<file path="src/rtl/ftsd_scan_capture_if.sv">
// Scan-bus bundle for the 14-segment receive capture block: the observed
// digit-select/data lines plus the rebuilt frame and status outputs.
interface ftsd_scan_capture_if #(
    parameter int BCD_W    = 4,
    parameter int FTSD_NUM = 4
);
    logic [FTSD_NUM-1:0] ftsd_ctl;
    logic [BCD_W-1:0]    ftsd_in;
    logic [BCD_W-1:0]    out0;
    logic [BCD_W-1:0]    out1;
    logic [BCD_W-1:0]    out2;
    logic [BCD_W-1:0]    out3;
    logic                frame_valid;
    logic                seq_err;
    logic                scan_lost;

    // Scan source side: drives the bus, observes the captured frame.
    modport master (
        output ftsd_ctl, ftsd_in,
        input  out0, out1, out2, out3, frame_valid, seq_err, scan_lost
    );

    // Capture side: observes the bus, produces the captured frame.
    modport slave (
        input  ftsd_ctl, ftsd_in,
        output out0, out1, out2, out3, frame_valid, seq_err, scan_lost
    );
endinterface

</file>
<file path="src/rtl/ftsd_scan_capture.sv">
// Receive end of the scanned 4-digit display bus. A digit is accepted once
// its select/data pair has been stable for STABLE_CYC edges; accepted digits
// are assembled in scan order into shadow registers and published together.
//
// state  | meaning
// -------+-----------------------------------------------------------
// SEARCH | waiting for an accepted d0 to start a frame
// EXP1   | d0 captured, expecting d1
// EXP2   | d0..d1 captured, expecting d2
// EXP3   | d0..d2 captured, expecting d3 (completes and publishes)
module ftsd_scan_capture #(
    parameter int BCD_W       = 4,
    parameter int FTSD_NUM    = 4,
    parameter int STABLE_CYC  = 4,
    parameter int TIMEOUT_CYC = 65535
) (
    input  logic                 clk,
    input  logic                 rst,
    ftsd_scan_capture_if.slave   bus
);
    localparam int DIG_W = $clog2(FTSD_NUM);
    localparam int RUN_W = $clog2(STABLE_CYC + 1);
    localparam int TMO_W = $clog2(TIMEOUT_CYC + 1);
    localparam logic [RUN_W-1:0] RUN_MAX = RUN_W'(STABLE_CYC);
    localparam logic [TMO_W-1:0] TMO_MAX = TMO_W'(TIMEOUT_CYC);

    typedef enum logic [1:0] {SEARCH, EXP1, EXP2, EXP3} state_t;

    state_t              state_q, state_nxt;
    logic [FTSD_NUM-1:0] prev_ctl;
    logic [BCD_W-1:0]    prev_dat;
    logic [RUN_W-1:0]    run_q, run_nxt;
    logic                cur_valid;
    logic [DIG_W-1:0]    cur_digit;
    logic                accept;
    logic                acc_q;
    logic [DIG_W-1:0]    acc_digit_q;
    logic [BCD_W-1:0]    acc_dat_q;
    logic [BCD_W-1:0]    sh0, sh1, sh2;
    logic [BCD_W-1:0]    out0_q, out1_q, out2_q, out3_q;
    logic                frame_valid_q, seq_err_q;
    logic                ld_shadow, frame_done, seq_err_nxt;
    logic [TMO_W-1:0]    tmo_q;
    logic                tmo_expiring;

    // Decode the one-hot-low select into a digit index; anything else is invalid.
    always_comb begin
        cur_valid = 1'b0;
        cur_digit = '0;
        case (bus.ftsd_ctl)
            4'b0111: begin cur_valid = 1'b1; cur_digit = 2'd0; end
            4'b1011: begin cur_valid = 1'b1; cur_digit = 2'd1; end
            4'b1101: begin cur_valid = 1'b1; cur_digit = 2'd2; end
            4'b1110: begin cur_valid = 1'b1; cur_digit = 2'd3; end
            default: ;
        endcase
    end

    // Run length of identical valid samples, saturating so a dwell fires once.
    always_comb begin
        run_nxt = cur_valid ? RUN_W'(1) : '0;
        if (cur_valid && (bus.ftsd_ctl == prev_ctl) && (bus.ftsd_in == prev_dat))
            run_nxt = (run_q == RUN_MAX) ? RUN_MAX : run_q + RUN_W'(1);
    end

    assign accept = (run_nxt == RUN_MAX) && (run_q != RUN_MAX);

    // Input stage: previous sample, run length and the registered accept event.
    always_ff @(posedge clk or posedge rst) begin
        if (rst) begin
            prev_ctl    <= '0;
            prev_dat    <= '0;
            run_q       <= '0;
            acc_q       <= 1'b0;
            acc_digit_q <= '0;
            acc_dat_q   <= '0;
        end else begin
            prev_ctl    <= bus.ftsd_ctl;
            prev_dat    <= bus.ftsd_in;
            run_q       <= run_nxt;
            acc_q       <= accept;
            acc_digit_q <= cur_digit;
            acc_dat_q   <= bus.ftsd_in;
        end
    end

    // FSM state register.
    always_ff @(posedge clk or posedge rst) begin
        if (rst) state_q <= SEARCH;
        else     state_q <= state_nxt;
    end

    // Next state: the expected digit index equals the state encoding; a
    // timeout only resyncs the FSM when no accept is competing for the edge.
    always_comb begin
        state_nxt   = state_q;
        ld_shadow   = 1'b0;
        frame_done  = 1'b0;
        seq_err_nxt = 1'b0;
        if (acc_q) begin
            if (acc_digit_q == DIG_W'(state_q)) begin
                if (state_q == EXP3) begin
                    frame_done = 1'b1;
                    state_nxt  = SEARCH;
                end else begin
                    ld_shadow = 1'b1;
                    state_nxt = state_t'(state_q + 2'd1);
                end
            end else if (state_q != SEARCH) begin
                seq_err_nxt = 1'b1;
                if (acc_digit_q == '0) begin
                    ld_shadow = 1'b1;
                    state_nxt = EXP1;
                end else begin
                    state_nxt = SEARCH;
                end
            end
        end else if (tmo_expiring) begin
            state_nxt = SEARCH;
        end
    end

    // Shadow capture and atomic publication of the completed frame.
    always_ff @(posedge clk or posedge rst) begin
        if (rst) begin
            sh0           <= '0;
            sh1           <= '0;
            sh2           <= '0;
            out0_q        <= '0;
            out1_q        <= '0;
            out2_q        <= '0;
            out3_q        <= '0;
            frame_valid_q <= 1'b0;
            seq_err_q     <= 1'b0;
        end else begin
            frame_valid_q <= frame_done;
            seq_err_q     <= seq_err_nxt;
            if (ld_shadow) begin
                case (acc_digit_q)
                    2'd0:    sh0 <= acc_dat_q;
                    2'd1:    sh1 <= acc_dat_q;
                    2'd2:    sh2 <= acc_dat_q;
                    default: ;
                endcase
            end
            if (frame_done) begin
                out0_q <= sh0;
                out1_q <= sh1;
                out2_q <= sh2;
                out3_q <= acc_dat_q;
            end
        end
    end

    // Frame watchdog as a down-counter: reloads on each frame, zero means lost.
    always_ff @(posedge clk or posedge rst) begin
        if (rst)                tmo_q <= TMO_MAX;
        else if (frame_done)    tmo_q <= TMO_MAX;
        else if (tmo_q != '0)   tmo_q <= tmo_q - TMO_W'(1);
    end

    assign tmo_expiring    = (tmo_q == TMO_W'(1));
    assign bus.scan_lost   = (tmo_q == '0);
    assign bus.out0        = out0_q;
    assign bus.out1        = out1_q;
    assign bus.out2        = out2_q;
    assign bus.out3        = out3_q;
    assign bus.frame_valid = frame_valid_q;
    assign bus.seq_err     = seq_err_q;
endmodule
</file>
<file path="src/flat_wrapper.sv">
// flat-port wrapper written by rule: the top's interface ports become plain ports
module ftsd_scan_capture_flat 
#(
    parameter int BCD_W       = 4,
    parameter int FTSD_NUM    = 4,
    parameter int STABLE_CYC  = 4,
    parameter int TIMEOUT_CYC = 65535
)
  (clk, rst, bus_ftsd_ctl, bus_ftsd_in, bus_out0, bus_out1, bus_out2, bus_out3, bus_frame_valid, bus_seq_err, bus_scan_lost);
  ftsd_scan_capture_if #(.BCD_W(BCD_W), .FTSD_NUM(FTSD_NUM)) bus_i ();
  input  logic clk;
  input  logic rst;
  input wire logic [$bits(bus_i.ftsd_ctl)-1:0] bus_ftsd_ctl;
  input wire logic [$bits(bus_i.ftsd_in)-1:0] bus_ftsd_in;
  output wire logic [$bits(bus_i.out0)-1:0] bus_out0;
  output wire logic [$bits(bus_i.out1)-1:0] bus_out1;
  output wire logic [$bits(bus_i.out2)-1:0] bus_out2;
  output wire logic [$bits(bus_i.out3)-1:0] bus_out3;
  output wire logic [$bits(bus_i.frame_valid)-1:0] bus_frame_valid;
  output wire logic [$bits(bus_i.seq_err)-1:0] bus_seq_err;
  output wire logic [$bits(bus_i.scan_lost)-1:0] bus_scan_lost;
  assign bus_i.ftsd_ctl = bus_ftsd_ctl;
  assign bus_i.ftsd_in = bus_ftsd_in;
  assign bus_out0 = bus_i.out0;
  assign bus_out1 = bus_i.out1;
  assign bus_out2 = bus_i.out2;
  assign bus_out3 = bus_i.out3;
  assign bus_frame_valid = bus_i.frame_valid;
  assign bus_seq_err = bus_i.seq_err;
  assign bus_scan_lost = bus_i.scan_lost;
  ftsd_scan_capture #(.BCD_W(BCD_W), .FTSD_NUM(FTSD_NUM), .STABLE_CYC(STABLE_CYC), .TIMEOUT_CYC(TIMEOUT_CYC)) u_core (.clk(clk), .rst(rst), .bus(bus_i));
endmodule
</file>
<file path="config.mk">
export PLATFORM = sky130hd
export DESIGN_NAME = ftsd_scan_capture_flat
export DESIGN_NICKNAME = d
export VERILOG_FILES = /design/src/rtl/ftsd_scan_capture_if.sv /design/src/rtl/ftsd_scan_capture.sv /design/src/flat_wrapper.sv
export SDC_FILE = /design/constraint.sdc
export NUM_CORES = 1
export LEC_CHECK = 0
export CAP_MARGIN = 0
export CORE_ASPECT_RATIO = 1.5
export CORE_MARGIN = 5
export CORE_UTILIZATION = 45
export DETAILED_ROUTE_END_ITERATION = 12
export DONT_BUFFER_PORTS = 1
export PLACE_DENSITY = 0.59
export SLEW_MARGIN = 20
export SYNTH_ARGS = -nofsm -noshare
export SYNTH_HDL_FRONTEND = slang
export SYNTH_SLANG_ARGS = --single-unit
</file>
<file path="constraint.sdc">
create_clock -name clk -period 1.9 [get_ports clk]
set_input_delay 0.38 -clock clk [delete_from_list [all_inputs] [get_ports clk]]
set_output_delay 0.38 -clock clk [all_outputs]
set_load 0.02 [all_outputs]
</file>
Word level (Yosys, flattened, before mapping)
Cells that the tools add are included.
{"block": "classes", "add_sub_neg": 3, "eq_ne": 15, "n_mux": 24, "reduce_logical": 14}
{"op": "two-way mux 16 bit", "count": 2}
{"op": "== test 16 x 1 -> 1 bit, second input constant", "count": 1}
{"op": "logical NOT 16 bit", "count": 1}
{"op": "nonzero test 16 bit", "count": 1}
{"op": "subtractor 16 x 1 -> 16 bit, second input constant", "count": 1}
{"op": "two-way mux 1 bit", "count": 14}
{"op": "== test 4 bit, second input constant", "count": 3}
{"op": "two-way mux 2 bit", "count": 5}
{"op": "== test 4 bit", "count": 2}
{"op": "AND reduction 2 bit", "count": 4}
{"op": "== test 3 bit, second input constant", "count": 2}
{"op": "two-way mux 3 bit", "count": 2}
{"op": "!= test 3 bit, second input constant", "count": 2}
{"op": "one-hot mux 2 bit (3 select lines)", "count": 1}
{"op": "nonzero test 2 bit", "count": 3}
{"op": "== test 2 bit, second input constant", "count": 2}
{"op": "== test 4 x 3 -> 1 bit, second input constant", "count": 1}
{"op": "OR reduction 4 bit", "count": 1}
{"op": "adder 3 x 1 -> 3 bit, second input constant", "count": 1}
{"op": "logical AND 1 bit", "count": 3}
{"op": "adder 2 x 1 -> 2 bit, second input constant", "count": 1}
{"op": "== test 2 x 1 -> 1 bit, second input constant", "count": 1}
{"op": "== test 2 bit", "count": 1}
{"op": "logical NOT 2 bit", "count": 1}
{"block": "totals", "reg_bits": 62, "inputBits": 10, "out_inout_bits": 19, "elab_cells": 72}

Longest topological paths before layout
Gate-level depths: netlist (run 1).
{"block": "depth", "depth_word": 8, "depth_mapped": 7, "mapped_depth_nobuf": 6}

Worst setup path before layout (run 1)
No wires, ideal clock.
{"block": "synth_timing", "path_kind": "reg2reg", "from": "reg u_core.tmo_q[4]", "to": "reg u_core.tmo_q[15]", "setup_ns": 0.075, "arrival_time_ns": 1.692, "required_ns": 1.825, "slack_ns": 0.133, "stages_incl_launch_ff": 6, "path_buffers": 1, "period_less_slack_ns": 1.767, "path_cell_list": "dfstp_2 or4_4 a311oi_2 buf_6 nand4b_1 mux2i_1"}
{"block": "synth_via", "elab_chain_len": 3, "elab_cells_between_ends": 5, "cone_classes": "1 x add/sub; 2 x mux; 2 x reduce/logical"}
{"element": "start: declaration", "line": "ftsd_scan_capture.sv:43", "source": "logic [TMO_W-1:0] tmo_q;"}
{"element": "start signal: assignment", "line": "ftsd_scan_capture.sv:159", "source": "else if (tmo_q != '0) tmo_q <= tmo_q - TMO_W'(1);"}
{"element": "subtractor 16 x 1 -> 16 bit", "line": "ftsd_scan_capture.sv:159"}
{"element": "two-way mux 16 bit", "line": "ftsd_scan_capture.sv:159"}
{"element": "two-way mux 16 bit", "line": "ftsd_scan_capture.sv:158", "source": "else if (frame_done) tmo_q <= TMO_MAX;"}
Several ways; a longest one is shown, not always the timed one. The select of a mux whose other input is x is not followed.
A chain may end at the register's enable or synchronous reset.

Worst setup path after layout (run 1)
{"block": "layout_timing", "from": "reg u_core.tmo_q[0]", "to": "out bus_scan_lost"}
{"block": "layout_via", "elab_chain_len": 1}
{"element": "logical NOT 16 bit", "line": "ftsd_scan_capture.sv:163", "source": "assign bus.scan_lost = (tmo_q == '0);"}
{"element": "end: declaration", "line": "flat_wrapper.sv:21", "source": "output wire logic [$bits(bus_i.scan_lost)-1:0] bus_scan_lost;"}
Every way passes these cells.

==> flow_metrics.py, run 1 <==
metrics = {
    "floorplan": {
        "ios": 29,
        "die_x_um": 75.72,
        "initial_core_util": 0.4558,
        "rows": 36,
        "dieArea_um2": 8221,
        "core_area_um2": 6396,
        "dieHeight_um": 108.6,
    },
    "final_layout": {
        "fin_nets": 314,
        "stdcell_count": 378,
        "drive_gt1_frac": 0.2748,
        "areaGrowthSynthToFinish_pct": 17.38,
        "n_antenna_cell": 0,
    },
    "detailed_routing": {
        "drt-initial-drc-count": 115,
        "wl_per_cell_um": 16.47,
        "postRouteAntennaNets": 0,
        "viasPerCell": 5.563,
        "drtPass1Iterations": 5,
        "drt_wl_total_um": 6226,
        "drc": 0,
        "num_vias": 2103,
    },
    "worst_setup_path": {
        "r2r-start": "u_core.tmo_q[0]",
        "endpoint_kind": "output pin",
        "rr_endpoint": "u_core.state_q[1]",
        "slowest_delay_ps": 550,
        "reg2reg_depth": 6,
        "critical-path-slowest-cell": "dfstp_2",
        "setup.worst_path.start_class": "register",
        "crit_buf_inv": 2,
        "arrival_ps": 1500,
        "crit_path_cell_trace": "inv_2, ha_4, nor4b_4, nand2_1, nor2_1, buf_4",
        "setup.worst_path.start": "u_core.tmo_q[0]",
        "cp.required_ps": 1520,
        "crit_family": "flip-flops",
        "reg2reg_slack_ps": 80,
        "cp_max_fo": 2,
        "critPathKind": "reg -> out",
    },
    "cts": {
        "clk_pin_slew_ps": 70,
        "cts-root-buf": "clkbuf_8",
        "cts_buffer_depth": 2,
        "cts.sinks": 62,
        "cts_tree": "done",
        "cts_inserted_buffers": 9,
        "clk_latency_ps": 330,
        "htree_levels": 3,
    },
    "place": {
        "place_ws_ps": 84.66,
        "gp_congestion": 0.9141,
        "dp_hpwl_um": 4354,
        "dp.cells": 355,
        "io_buffers": 0,
    },
    "run_status": {
        "outcome": "finished clean",
    },
    "sta": {
        "drv_slew": 0,
        "fin_ws_ps": 18.56,
        "setup_tns_ps": 0,
        "worst_slew_pin_slew_ps": 546.4,
        "relSlewSlack": 0.6329,
        "final_hold_viol_count": 0,
        "skew_ps": 11.68,
        "setup_viol_count_final": 0,
        "final.period_utilization": 0.9902,
        "layout_min_cycle_time_ps": 1881,
        "rsz0062_at_grt": "true",
        "max_freq_mhz": 531.5,
    },
    "hold_path": {
        "hp-class": "in -> reg",
        "hold_depth": 0,
        "hold_end": "u_core.prev_dat[3]",
        "holdCritStartpoint": "bus_ftsd_in[3]",
    },
    "global_routing": {
        "antenna_found_initial": 0,
        "grt_pass1_vias": 2195,
        "grtUsageTotal": 0.1707,
        "grt_pass1_wl_um": 10540,
        "grt_max_degree": 39,
        "gr-total-overflow": 0,
    },
    "synth": {
        "ys_ff_latch": 62,
        "synth_top_flop_cell": "dfrtp_1",
        "synth_area_um2": 2915,
        "ys_seq_area_frac": 0.5391,
        "synthDistinctLibCells": 48,
        "syn_avg_cell_area_um2": 10.60,
        "syn_inst": 275,
        "async_reset_ff_frac": 1.000,
        "yosysWarnings": 0,
        "syn-num-nets": 292,
        "synth_edf_count": 0,
    },
    "power_and_ir_drop": {
        "power_density_nw_per_um2": 831.8,
        "ir_drop_mv": 0.5347,
        "p_leak_uw": 0.001641,
    },
    "flow_run": {
        "maxCapViolCount": 0,
    },
}
## kinds of logic after synthesis
| logic type | after synthesis | synth area share |
|---|---|---|
| mux | 13 | 0.04979 |
| compound gates | 40 | 0.09013 |
| simple gates | 117 | 0.2077 |
| flops | 62 | 0.5391 |
| buf+inv | 21 | 0.03819 |
| fa+ha+maj | 7 | 0.03004 |
| xor+xnor | 15 | 0.04506 |
## cell usage in the layout, fill, tap and decap left out, drive strengths merged, types with 2 or more instances in the layout
cell    synthesis  layout
and4            2       2
dfrtp          46      46
nor4            5       5
xnor2          11      11
and3            8       8
dfstp          16      16
xor2            4       4
inv            12      12
nor2           11      11
mux2           12      12
o21ai          13      13
nand2          56      56
ha              7       7
a211o           2       2
a211oi          3       3
a21oi          11      11
nor4b           3       3
nor3b           2       2
buf             4      19
nand3b          2       2
bufinv          0       3
or4             2       2
or3             3       3
nand4b          3       3
nand4           6       6
and2            2       2
nor3            9       9
clkbuf          5      11
a31o            2       2
a311oi          2       2
## area by class of cell
cell class / instances / area [um2]
timing repair buffer: 20 / 178.9
fill: 560 / 2974
clock inverter: 5 / 106.4
multi-input combinational: 192 / 1284
inverter: 12 / 45.04
tap: 76 / 95.09
sequential: 62 / 1572
clock buffer: 11 / 141.4
## per-layer routing
metal | part of all wire | GRT usage | up-vias
met2 | 0.53 | 0.2787 | 38
li1 | - | - | 1016
met5 | 0 | 0 | -
met3 | 0.035 | 0.04651 | 17
met1 | 0.40 | 0.1940 | 1032
met4 | 0.033 | 0.1013 | 0
## what timing repair did
item	CTS	global route
endpoints found under the hold margin	3	0
hold buffers	1	0
buffers inserted	2	3
gates cloned	0	1
pin swaps	1	2
endpoints found under the setup margin	1	4
gates resized for setup	6	5
## sequential cells by signal, summed over array words and instances (netlist names), 3 cells and up
| name | count |
|---|---|
| u_core.tmo_q | 16 |
| u_core.bus.out0 | 4 |
| u_core.bus.out1 | 4 |
| u_core.bus.out2 | 4 |
| u_core.bus.out3 | 4 |
| u_core.prev_ctl | 4 |
| u_core.prev_dat | 4 |
| u_core.sh0 | 4 |
| u_core.sh1 | 4 |
| u_core.sh2 | 4 |
| u_core.run_q | 3 |
## worst max path at each step
stage / slack (ps) / cells past startpoint / endpoint
6_report: 20 / 6 / bus_scan_lost
2_1_floorplan: 5 / 1 / u_core.acc_digit_q[0]
3_3_place_gp: 130 / 5 / u_core.tmo_q[15]
4_1_cts: 4 / 5 / bus_scan_lost
3_5_place_dp: 80 / 6 / u_core.tmo_q[6]
5_1_grt: -90 / 5 / bus_scan_lost
## power breakdown
part	total, uW	switching, uW	internal (uW)
Clock	1420	507	910
Combinational	79.8	46.2	33.7
Sequential	1350	15.6	1330
Total	2850	569	2280
## cells in the mapped netlist, drive strengths merged, types with 2 or more instances
| master | n | share of area |
|---|---|---|
| a211o | 2 | 0.0060 |
| a211oi | 3 | 0.0077 |
| a21oi | 11 | 0.019 |
| a311oi | 2 | 0.0082 |
| a31o | 2 | 0.0060 |
| and2 | 2 | 0.0047 |
| and3 | 8 | 0.019 |
| and4 | 2 | 0.0069 |
| buf | 4 | 0.013 |
| clkbuf | 5 | 0.0099 |
| dfrtp | 46 | 0.39 |
| dfstp | 16 | 0.14 |
| ha | 7 | 0.030 |
| inv | 12 | 0.015 |
| mux2 | 12 | 0.046 |
| nand2 | 56 | 0.072 |
| nand3b | 2 | 0.0051 |
| nand4 | 6 | 0.013 |
| nand4b | 3 | 0.0090 |
| nor2 | 11 | 0.014 |
| nor3 | 9 | 0.015 |
| nor3b | 2 | 0.0051 |
| nor4 | 5 | 0.013 |
| nor4b | 3 | 0.0090 |
| o21ai | 13 | 0.022 |
| or3 | 3 | 0.0069 |
| or4 | 2 | 0.0064 |
| xnor2 | 11 | 0.033 |
| xor2 | 4 | 0.012 |
## stage by stage
step | util | hold WS (ps) | instance area [um2] | power (uW)
CTS | 0.5264 | 54.23 | 3367 | 2886
global placement | 0.4795 | 207.3 | 3067 | 1453
global route | 0.5350 | 47.02 | 3422 | 2959
floorplan | - | 411.4 | 2915 | 1430
detailed placement | 0.4795 | 206.9 | 3067 | 1454
finish | 0.5350 | 74.37 | 3422 | 2847
(Power assumes the default switching activity.)
==> run 2: changes to the inputs <==
CORE_ASPECT_RATIO = unset   (was 1.5)
==> run 2 against run 1 <==
  * Cell area shrank 2.4%
  * Die area decreased by 0.40%
  * First-iteration DRC count is 35% lower
  * Critical path type unchanged
  * Worst hold slack worse by 15 ps
  * Critical path depth stayed put
  * Global-route usage down 1.5 points
  * Final cell count is 1.1% higher
  * Critical endpoint unchanged
  * Sequential power is essentially flat
  * Largest cell class unchanged
  * Setup slack got worse by 16 ps
  * Sequential share of layout area up 1.1 points
==> flow_metrics.py, run 2 (synthesis results as in run 1) <==
metrics = {
    "sta": {
        "layout_min_cycle_time_ps": 1898,
        "holdWs_ps": 59.53,
        "max_freq_mhz": 527.0,
        "drv_slew": 0,
        "relSlewSlack": 0.6927,
        "setup_tns_ps": 0,
        "skew_ps": 10.91,
        "final.period_utilization": 0.9987,
        "setup_viol_count_final": 0,
        "rsz0062_at_grt": "true",
        "worst_slew_pin_slew_ps": 460.2,
        "final_hold_viol_count": 0,
    },
    "power_and_ir_drop": {
        "p_leak_uw": 0.001612,
        "ir_drop_mv": 0.5412,
        "power_density_nw_per_um2": 731.7,
    },
    "detailed_routing": {
        "drt_wl_total_um": 5949,
        "drtPass1Iterations": 4,
        "viasPerCell": 5.424,
        "drc": 0,
        "num_vias": 2072,
        "wl_per_cell_um": 15.57,
        "drt-initial-drc-count": 75,
        "postRouteAntennaNets": 0,
    },
    "global_routing": {
        "top_usage_layer": "met2",
        "grt_pass1_wl_um": 10250,
        "use_met3": 0.04833,
        "grt_max_degree": 28,
        "antenna_found_initial": 0,
        "use_met1": 0.2106,
        "grtUsageTotal": 0.1558,
        "gr-total-overflow": 0,
        "grtUsageMet2": 0.2331,
        "grt_pass1_vias": 2045,
    },
    "worst_setup_path": {
        "critPathKind": "reg -> out",
        "cp_max_fo": 3,
        "cp.required_ps": 1520,
        "arrival_ps": 1520,
        "setup.worst_path.start_class": "register",
        "endpoint_kind": "output pin",
    },
    "floorplan": {
        "die_x_um": 90.49,
        "rows": 29,
        "dieArea_um2": 8188,
        "core_area_um2": 6314,
        "dieHeight_um": 90.49,
        "ios": 29,
        "initial_core_util": 0.4618,
    },
    "cts": {
        "htree_levels": 3,
        "cts_tree": "done",
        "cts_inserted_buffers": 9,
        "cts_buffer_depth": 2,
        "cts-root-buf": "clkbuf_8",
        "cts.sinks": 62,
        "clk_pin_slew_ps": 80,
        "clk_latency_ps": 340,
    },
    "final_layout": {
        "stdcell_count": 382,
        "final_area_um2": 3341,
        "areaGrowthSynthToFinish_pct": 14.59,
        "final_cell_mix": "nand2_1 (56), dfrtp_1 (46), buf_4 (21), dfstp_2 (16), o21ai_0 (13)",
        "largest_register_ffs": 16,
        "fin_nets": 317,
        "num-fill-cells": 581,
        "largest-register": "u_core.tmo_q",
        "final_common_cell": "nand2_1",
        "n_antenna_cell": 0,
        "drive_gt1_frac": 0.2820,
    },
    "place": {
        "dp_hpwl_um": 4154,
        "gp_congestion": 0.8139,
        "post_dp_cell_area_um2": 3070,
        "io_buffers": 0,
        "dp.cells": 358,
    },
    "flow_run": {
        "maxCapViolCount": 0,
    },
    "hold_path": {
        "hp-class": "in -> reg",
    },
    "run_status": {
        "outcome": "finished clean",
    },
}
==> run 2: changes by cell type in the layout (fill, tap and decap cells not counted), sizes merged <==
cell / change
buf: +3
bufinv: -3
clkbuf: -2
clkinv: +2
clkinvlp: +2
inv: +1
==> run 2: timing repair <==
action | CTS | global route
pin swaps | 3 | 3
endpoints found under the hold margin | 18 | 0
gates resized for setup | 6 | 1
buffers inserted | 6 | 1
hold buffers | 1 | 0
endpoints found under the setup margin | 1 | 4
==> run 2: layout make-up <==
type	instances	area [um2]	share of cell area
multi-input cells	192	1266	0.3790
repair buffers	23	187.7	0.05618
inverters	12	45.04	0.01348
clock buffers	9	123.9	0.03708
flip-flops and latches	62	1572	0.4704
well taps	77	96.34	0.02884
clock inverters	7	50.05	0.01498
==> run 2: power breakdown <==
part | leakage, uW | switching, uW | internal, uW | total [uW]
Combinational | 0.000743 | 48.0 | 37.1 | 85.2
Clock | 0.0000816 | 537 | 473 | 1010
Sequential | 0.000787 | 14.8 | 1330 | 1350
Total | 0.00161 | 600 | 1840 | 2440
==> run 2: worst paths after layout <==
check | startpoint | endpoint | slack (ps) | cells past startpoint
setup reg to reg | u_core.tmo_q[1] | u_core.tmo_q[14] | 110 | 6
setup / recovery | u_core.tmo_q[1] | bus_scan_lost | 2 | 6
min in group asynchronous | rst | u_core.prev_dat[3] | 500 | 2
max in group asynchronous | rst | u_core.tmo_q[8] | 810 | 3
hold reg to reg | u_core.sh2[3] | u_core.bus.out2[3] | 470 | 2
hold / removal | bus_ftsd_in[3] | u_core.prev_dat[3] | 60 | 0
==> run 2: worst max-delay path: stages, from the launching register on <==
cell	delay, ps
dfstp_2	370
inv_2	80
ha_4	140
nor4b_4	220
nand2_1	110
nor2_1	110
buf_4	150
==> run 2: layer usage <==
layer / vias to the layer above / routed length, um / share of wire
met4: 0 / 92 / 0.015
met3: 9 / 223 / 0.037
met2: 34 / 2828 / 0.48
li1: 1016 / - / -
met1: 1013 / 2805 / 0.47
met5: - / 0 / 0
==> run 2: per-stage QoR <==
step / setup WS, ps / util / total power, uW
2_1_floorplan: 5.082 / - / 1430
3_3_place_gp: 122.2 / 0.4863 / 1458
3_5_place_dp: 93.47 / 0.4863 / 1459
4_1_cts: 4.113 / 0.5270 / 2480
5_1_grt: -88.98 / 0.5291 / 2562
6_report: 2.402 / 0.5291 / 2444
==> run 3: changes to the inputs <==
ABC_CLOCK_PERIOD_IN_PS = 1900   (was unset)
==> results of run 3 <==
Same layout as run 2: the final DEF is identical, and so are final timing and power.
